[src/rtl/sa_drain_if.sv]
// Aligned output-vector handshake between sa_drain and its downstream consumer.
// The master drives the FIFO head vector and valid; the slave returns ready.
interface sa_drain_if #(
   parameter int ADD_DATAWIDTH = 32,
   parameter int NUM_COLS      = 4
);
   logic [NUM_COLS-1:0][ADD_DATAWIDTH-1:0] vec_data;
   logic                                   vec_valid;
   logic                                   vec_ready;

   modport master (
      output vec_data,
      output vec_valid,
      input  vec_ready
   );

   modport slave (
      input  vec_data,
      input  vec_valid,
      output vec_ready
   );
endinterface

[src/rtl/sa_drain.sv]
// sa_drain: de-skews staggered systolic column psums into aligned vectors, FIFO-buffered.
// Optional SA_DRAIN_RELU_EN clamps negative elements to zero at the FIFO write port.
module sa_drain #(
   parameter int ADD_DATAWIDTH = 32,
   parameter int NUM_COLS      = 4,
   parameter int PIPE_LAT      = 4,
   parameter int FIFO_DEPTH    = 8,
   parameter int CNT_WIDTH     = 16
) (
   input  logic                                   clk,
   input  logic                                   rst,
   input  logic                                   i_start,
   input  logic [CNT_WIDTH-1:0]                   i_num_vec,
   input  logic [NUM_COLS-1:0][ADD_DATAWIDTH-1:0] i_psum,
   sa_drain_if.master                             vec,
   output logic                                   o_busy,
   output logic                                   o_done,
   output logic                                   o_overflow
);

   localparam int AW     = $clog2(FIFO_DEPTH);
   localparam int WAIT_N = PIPE_LAT + NUM_COLS - 2;
   localparam int WW     = $clog2(PIPE_LAT + NUM_COLS) + 1;

   localparam logic [1:0] S_IDLE    = 2'd0;
   localparam logic [1:0] S_WAIT    = 2'd1;
   localparam logic [1:0] S_CAPTURE = 2'd2;
   localparam logic [1:0] S_FLUSH   = 2'd3;

   typedef logic [NUM_COLS-1:0][ADD_DATAWIDTH-1:0] vec_t;

   logic [1:0]               state;
   logic [WW-1:0]            wait_cnt;
   logic [CNT_WIDTH-1:0]     rem;
   logic                     zero_pend;
   logic [ADD_DATAWIDTH-1:0] aligned [NUM_COLS];
   vec_t                     wdata;
   vec_t                     mem [FIFO_DEPTH];
   logic [AW:0]              wr_ptr;
   logic [AW:0]              rd_ptr;
   logic                     empty;
   logic                     full;
   logic                     push;
   logic                     pop;
   logic                     wr_en;

   // Column c is delayed NUM_COLS-1-c cycles so all columns line up.
   genvar gc;
   generate
      for (gc = 0; gc < NUM_COLS; gc++) begin : g_col
         if (gc == NUM_COLS - 1) begin : g_tap
            assign aligned[gc] = i_psum[gc];
         end else begin : g_dly
            localparam int D = NUM_COLS - 1 - gc;
            logic [ADD_DATAWIDTH-1:0] sr [D];
            always_ff @(posedge clk) begin
               if (rst) begin
                  for (int j = 0; j < D; j++) sr[j] <= '0;
               end else begin
                  sr[0] <= i_psum[gc];
                  for (int j = 1; j < D; j++) sr[j] <= sr[j-1];
               end
            end
            assign aligned[gc] = sr[D-1];
         end
      end
   endgenerate

   always_comb begin
      wdata = '0;
      for (int c = 0; c < NUM_COLS; c++) begin
`ifdef SA_DRAIN_RELU_EN
         wdata[c] = aligned[c][ADD_DATAWIDTH-1] ? '0 : aligned[c];
`else
         wdata[c] = aligned[c];
`endif
      end
   end

   assign empty = (wr_ptr == rd_ptr);
   assign full  = (wr_ptr[AW] != rd_ptr[AW])
               && (wr_ptr[AW-1:0] == rd_ptr[AW-1:0]);
   assign push  = (state == S_CAPTURE);
   assign pop   = !empty && vec.vec_ready;
   // A full FIFO still takes the push when the head leaves on the same edge.
   assign wr_en = push && (!full || pop);

   assign vec.vec_valid = !empty;
   assign vec.vec_data  = mem[rd_ptr[AW-1:0]];
   assign o_busy        = (state != S_IDLE);

   always_ff @(posedge clk) begin
      if (rst) begin
         wr_ptr <= '0;
         rd_ptr <= '0;
         for (int i = 0; i < FIFO_DEPTH; i++) mem[i] <= '0;
      end else begin
         if (wr_en) begin
            mem[wr_ptr[AW-1:0]] <= wdata;
            wr_ptr <= wr_ptr + 1'b1;
         end
         if (pop) rd_ptr <= rd_ptr + 1'b1;
      end
   end

   always_ff @(posedge clk) begin
      if (rst) begin
         state      <= S_IDLE;
         wait_cnt   <= '0;
         rem        <= '0;
         zero_pend  <= 1'b0;
         o_done     <= 1'b0;
         o_overflow <= 1'b0;
      end else begin
         o_done    <= zero_pend;
         zero_pend <= 1'b0;
         if (push && full && !pop) o_overflow <= 1'b1;
         unique case (state)
            S_IDLE: begin
               if (i_start) begin
                  if (i_num_vec == '0) begin
                     zero_pend <= 1'b1;
                  end else begin
                     rem      <= i_num_vec;
                     wait_cnt <= WW'(WAIT_N);
                     state    <= (WAIT_N == 0) ? S_CAPTURE : S_WAIT;
                  end
               end
            end
            S_WAIT: begin
               if (wait_cnt == WW'(1)) state <= S_CAPTURE;
               else wait_cnt <= wait_cnt - 1'b1;
            end
            S_CAPTURE: begin
               rem <= rem - 1'b1;
               if (rem == CNT_WIDTH'(1)) state <= S_FLUSH;
            end
            S_FLUSH: begin
               if (empty) begin
                  state  <= S_IDLE;
                  o_done <= 1'b1;
               end
            end
            default: state <= S_IDLE;
         endcase
      end
   end

endmodule

[src/flat_wrapper.sv]
// flat-port wrapper written by rule: the top's interface ports become plain ports
module sa_drain_flat 
#(
   parameter int ADD_DATAWIDTH = 32,
   parameter int NUM_COLS      = 4,
   parameter int PIPE_LAT      = 4,
   parameter int FIFO_DEPTH    = 8,
   parameter int CNT_WIDTH     = 16
)
  (clk, rst, i_start, i_num_vec, i_psum, o_busy, o_done, o_overflow, vec_vec_data, vec_vec_valid, vec_vec_ready);
  sa_drain_if #(.ADD_DATAWIDTH(ADD_DATAWIDTH), .NUM_COLS(NUM_COLS)) vec_i ();
  input  logic clk;
  input  logic rst;
  input  logic i_start;
  input  logic [CNT_WIDTH-1:0] i_num_vec;
  input  logic [NUM_COLS-1:0][ADD_DATAWIDTH-1:0] i_psum;
  output logic o_busy;
  output logic o_done;
  output logic o_overflow;
  output wire logic [$bits(vec_i.vec_data)-1:0] vec_vec_data;
  output wire logic [$bits(vec_i.vec_valid)-1:0] vec_vec_valid;
  input wire logic [$bits(vec_i.vec_ready)-1:0] vec_vec_ready;
  assign vec_vec_data = vec_i.vec_data;
  assign vec_vec_valid = vec_i.vec_valid;
  assign vec_i.vec_ready = vec_vec_ready;
  sa_drain #(.ADD_DATAWIDTH(ADD_DATAWIDTH), .NUM_COLS(NUM_COLS), .PIPE_LAT(PIPE_LAT), .FIFO_DEPTH(FIFO_DEPTH), .CNT_WIDTH(CNT_WIDTH)) u_core (.clk(clk), .rst(rst), .i_start(i_start), .i_num_vec(i_num_vec), .i_psum(i_psum), .vec(vec_i), .o_busy(o_busy), .o_done(o_done), .o_overflow(o_overflow));
endmodule
[config.mk]
export PLATFORM = sky130hd
export DESIGN_NAME = sa_drain_flat
export DESIGN_NICKNAME = d
export VERILOG_FILES = /design/src/rtl/sa_drain_if.sv /design/src/rtl/sa_drain.sv /design/src/flat_wrapper.sv
export SDC_FILE = /design/constraint.sdc
export NUM_CORES = 2
export LEC_CHECK = 0
export BUFFER_PORTS_ARGS = -buffer_cell sky130_fd_sc_hd__buf_4
export CORE_MARGIN = 4
export CORE_UTILIZATION = 45
export DETAILED_ROUTE_END_ITERATION = 16
export PLACE_DENSITY_LB_ADDON = 0.05
export SYNTH_ARGS = -nofsm -noshare
export SYNTH_HDL_FRONTEND = slang
export SYNTH_SLANG_ARGS = --single-unit
[constraint.sdc]
create_clock -name clk -period 14 [get_ports clk]
set_clock_uncertainty 0.15 [all_clocks]
set_input_delay 4.2 -clock clk [delete_from_list [all_inputs] [get_ports clk]]
set_output_delay 4.2 -clock clk [all_outputs]
set_load 0.005 [all_outputs]
== Word-level counts from Yosys, hierarchy flattened ==
Memory sizes are Yosys's and may differ from the RTL's. A register that Yosys moved wholly into a read port is not among the register bits.
Cells that the tools add are included.

* Register bits: 33
* Bits in writable memories: 1216
* Input bits: 148
* Output and inout port bits: 132
* Word-level logic and storage cells: 91
* Memories: 4

{| class="wikitable"
|+ Memories
! name !! words !! bits a word !! rd ports !! clocked after Yosys merged registers in !! wr ports !! line !! text
|-
| u_core.mem || 8 || 128 || 1 || 1 || 8 || sa_drain.sv:38 || <nowiki>vec_t mem [FIFO_DEPTH];</nowiki>
|-
| u_core.g_col[0].g_dly.sr || 3 || 32 || 3 || 0 || 3 || sa_drain.sv:55 || <nowiki>logic [ADD_DATAWIDTH-1:0] sr [D];</nowiki>
|-
| u_core.g_col[1].g_dly.sr || 2 || 32 || 2 || 0 || 2 || sa_drain.sv:55 ||
|-
| u_core.g_col[2].g_dly.sr || 1 || 32 || 1 || 0 || 1 || sa_drain.sv:55 ||
|}

* $add $sub $neg: 4
* Eq/ne operators: 14
* Mux-type cells: 34
* Bitwise operators: 7
* Reductions and logical operators: 20

{| class="wikitable"
|+ Operator list
! operator !! count
|-
| 2-to-1 mux 32 bit || 6
|-
| 2-to-1 mux 128 bit || 1
|-
| OR reduction 128 bit || 1
|-
| 2-to-1 mux 16 bit || 2
|-
| one-hot mux 16 bit (2 select lines) || 1
|-
| OR reduction 32 bit || 1
|-
| == test 16 x 1 -> 1 bit (second input constant) || 1
|-
| logical NOT 16 bit || 1
|-
| subtractor 16 x 1 -> 16 bit (second input constant) || 1
|-
| 2-to-1 mux 4 bit || 3
|-
| 2-to-1 mux 1 bit || 11
|-
| 2-to-1 mux 2 bit || 5
|-
| 2-to-1 mux 3 bit || 3
|-
| adder 4 x 1 -> 4 bit (second input constant) || 2
|-
| != test 2 bit (second input constant) || 4
|-
| one-hot mux 2 bit (4 select lines) || 1
|-
| one-hot mux 4 bit (2 select lines) || 1
|-
| nonzero test 2 bit || 3
|-
| logical AND 1 bit || 5
|-
| bitwise OR 1 bit || 5
|-
| AND reduction 5 bit || 1
|-
| == test 2 bit (second input constant) || 2
|-
| == test 4 x 1 -> 1 bit (second input constant) || 1
|-
| == test 4 bit || 1
|-
| other kinds (12) || 16
|}

== Longest topological paths before layout ==
* Depth after elaboration: 10
* Mapped depth: 9
* Mapped depth without buffers: 7

== Least setup slack after synthesis ==
No wires, ideal clock.

* Kind: input-to-reg
* From: input port rst
* To: memory u_core.mem[5][0] (netlist bit) (enable)
* Arrival: 8.126 ns
* Slack: 5.215 ns
* Stages: 4
* Path through: clkbuf_1 -> clkbuf_1 -> clkbuf_1 -> nand2b_1

{| class="wikitable"
|+ RTL lines
! element !! line !! text
|-
| start, declared || flat_wrapper.sv:13 || <nowiki>input logic rst;</nowiki>
|-
| end, declared || sa_drain.sv:38 ||
|}

==> impl_metrics.json <==
{
  "required_ns": 9.65,
  "ir_worst_vdd_uv": 150,
  "finalSetupTns_ns": 0,
  "numPortBuffers": 279,
  "status": "finished with violations",
  "cts_max_path_buffers": 3,
  "path_clk_slew_ns": 0.06,
  "synth_fa_ha_area_share_pct": 0.264,
  "dr.pass1.iters": 5,
  "wirelength_mm": 139,
  "viasPerCell": 5.61,
  "grt_pass1_vias": 31800,
  "max_freq_ghz": 0.114,
  "seqPwrFrac_pct": 44.7,
  "path_max_fanout": 106,
  "synthMuxAreaShare_pct": 13.9,
  "critPathKind": "reg -> out",
  "start_util_pct": 45.5,
  "hold_ws_ns": 0.277,
  "n_fill_cell": 9600,
  "die_area_um2": 121000,
  "slew_violations": 16,
  "synth.avg_cell_area_um2": 15.0,
  "cp-end-kind": "output port",
  "synthTopCellsByArea": "edfxtp_1, mux4_2, dfxtp_1, nor2_1, and3_1",
  "drtIter0Drc": 2572,
  "violations": "max-slew violations",
  "cts_tree": "yes",
  "maxCapViolCount": 0,
  "synth_top_area_share_pct": 58.9,
  "cp-start-kind": "register",
  "synth_top_area_cell": "edfxtp_1",
  "final_cells": 5309,
  "switching_power_uw": 2530,
  "holdBufCountCts": 0,
  "power_frac_comb_pct": 18.9,
  "power_frac_clock_pct": 36.4,
  "power.total_uw": 9740,
  "finalCritPeriodShare_pct": 62.9,
  "grt-ovfl-total": 0,
  "io_pins": 280,
  "p_int_uw": 7210,
  "die_y_um": 349,
  "worst_skew_pair.late_latency_ns": 0.73,
  "multi_input_area_um2": 15900,
  "powerDensity_nw_per_um2": 162,
  "synthSimpleGateAreaFrac_pct": 14.9,
  "hpwl_mm": 72.2,
  "timing_hold_violations_final": 0,
  "synth.distinct_cells": 56,
  "rows": 124,
  "wl_per_cell_um": 26.1,
  "nets": 3836,
  "worst_slew_pin_slew_ns": 1.51,
  "cts.htree.levels": 4,
  "setup_viol": 0,
  "netlist_area_um2": 52200,
  "antenna_found_initial": 6,
  "ant_nets": 0,
  "grt_max_degree": 197,
  "track_usage_pct": 22.8,
  "area_delta_synth_final_pct": 15.2,
  "syn_nets": 3634,
  "drive_gt1_share_pct": 24.9,
  "synth_top_family_by_area": "simple AND/OR/NAND/NOR gates",
  "cts-root-buf": "clkbuf_16",
  "drc_errors": 0,
  "vias": 29800,
  "place_congestion": 0.770,
  "yosysWarnings": 0,
  "synthFlopType": "edfxtp_1",
  "hp-class": "reg -> reg",
  "period_minus_slack_ns": 8.80,
  "synth_cells": 3475,
  "dp_cells": 5051,
  "relSlewSlack_pct": -0.338,
  "synth-compound-area-share_pct": 1.02,
  "arrival_ns": 4.45,
  "synth-seq-area-share_pct": 67.7,
  "synthXorXnorAreaFrac_pct": 0.134,
  "core_um2": 115000,
  "fin_util_pct": 52.3,
  "grt_pass1_wl_mm": 206,
  "cts_resized": 0,
  "post_cts_buffers": 0,
  "ff_latch_area_um2": 35300,
  "ys_seq_elements": 1252,
  "cellLeakagePower_uw": 0.0219,
  "synth_edf_count": 1024,
  "die_w_um": 349,
  "cts_sinks": 1252,
  "switching_share_pct": 26.0,
  "cts_buffers": 136,
  "synthArstFlopShare_pct": 0,
  "rsz0062_at_grt": "no"
}
path summary, 6_finish.rpt:
check / start / to / slack, ns / cells after the start
setup / recovery: register / vec_vec_data[123] / 5.20 / 5
setup reg to reg: u_core.state[0] / u_core.mem[5][44] / 8.56 / 8
hold reg to reg: u_core.g_col[1].g_dly.sr[0][16] / u_core.g_col[1].g_dly.sr[0][48] / 0.28 / 1
hold / removal: u_core.g_col[1].g_dly.sr[0][16] / u_core.g_col[1].g_dly.sr[0][48] / 0.28 / 1
critical path, cell delays in order, from the launching register on:
cell and delay (ns):
dfxtp_4 0.76, buf_12 0.76, buf_4 0.91, mux4_2 0.64, mux2_2 0.29, buf_4 0.14
flip-flops by register name, indices dropped and copies added (netlist names), named ones only:
signal	cells
u_core.rem	16
u_core.g_col.g_dly.sr	192
u_core.wr_ptr	4
u_core.wait_cnt	4
u_core.mem	1024
u_core.o_done	1
u_core.zero_pend	1
u_core.o_overflow	1
u_core.rd_ptr	4
u_core.state	2
synthesized netlist by cell type (2+ instances only):
master / n
o32ai_1: 5
nor3_1: 12
a21oi_1: 29
ha_1: 11
xor2_1: 3
nand4_1: 3
o31ai_1: 3
or3_1: 3
buf_2: 49
o21ai_0: 15
xnor2_1: 5
or4_4: 3
and3_1: 260
dfxtp_1: 228
inv_1: 11
or2_2: 2
o2bb2ai_1: 2
nor3b_1: 2
mux2i_1: 4
nor4_1: 5
nand2b_1: 143
a21o_1: 4
nand3_1: 10
mux2_2: 129
or4_1: 6
a21boi_0: 3
clkbuf_2: 13
mux4_2: 256
nand2_1: 24
o21a_1: 2
edfxtp_1: 1024
buf_4: 4
a31oi_1: 4
buf_1: 9
and2_1: 257
nor2b_1: 195
nor2_1: 531
clkbuf_1: 188
kinds of logic after synthesis:
logic type	after synthesis
flops	1252
simple gates	1460
buf+inv	274
fa+ha+maj	11
xor+xnor	8
mux	389
compound gates	81
cells in the final DEF, fill, tap and decap left out, types with 6 or more instances in the layout:
cell type  instances
a21oi_1           29
and2_1           257
and3_1           258
buf_4            321
bufinv_16          6
clkbuf_1          46
clkbuf_16        144
clkbuf_8          17
clkinv_2          24
dfxtp_1          225
edfxtp_1        1024
ha_1              11
inv_1             11
inv_6              6
mux2_2           129
mux4_2           256
nand2_1           22
nand2b_1         139
nand3_1            9
nor2_1           531
nor2b_1          195
nor3_1            11
o21ai_0           15
or4_1              6
final cells by class:
cell class	instances	area share (%)
Clock inverter	46	0.712
Multi-Input combinational cell	1949	26.4
Antenna cell	5	0.0208
Timing Repair Buffer	327	4.20
Tap cell	1512	3.15
Sequential cell	1252	58.8
Clock buffer	207	6.67
Inverter	11	0.0687
per-layer routing:
| layer | routed length, um | track usage [%] | vias to the layer above |
|---|---|---|---|
| met5 | 0 | 0 | - |
| met4 | 3650 | 7.27 | 0 |
| met3 | 8070 | 3.94 | 183 |
| met2 | 70100 | 39.2 | 921 |
| met1 | 56900 | 29.8 | 15500 |
| li1 | - | - | 13200 |
stage by stage:
stage / setup slack, ns / instance area, um^2
floorplan: 5.21 / 52200
global placement: 5.55 / 55600
detailed placement: 5.52 / 55600
CTS: 4.97 / 60100
global route: 4.76 / 60100
finish: 5.20 / 60100
power by group through the flow:
stage	registers [uW]	logic (uW)	clock network [uW]
floorplan	4380	1220	0
global placement	4420	1870	0
detailed placement	4430	1880	0
CTS	4350	1890	3620
global route	4370	2000	3780
finish	4350	1840	3550
Power figures use the tool's default switching activity.
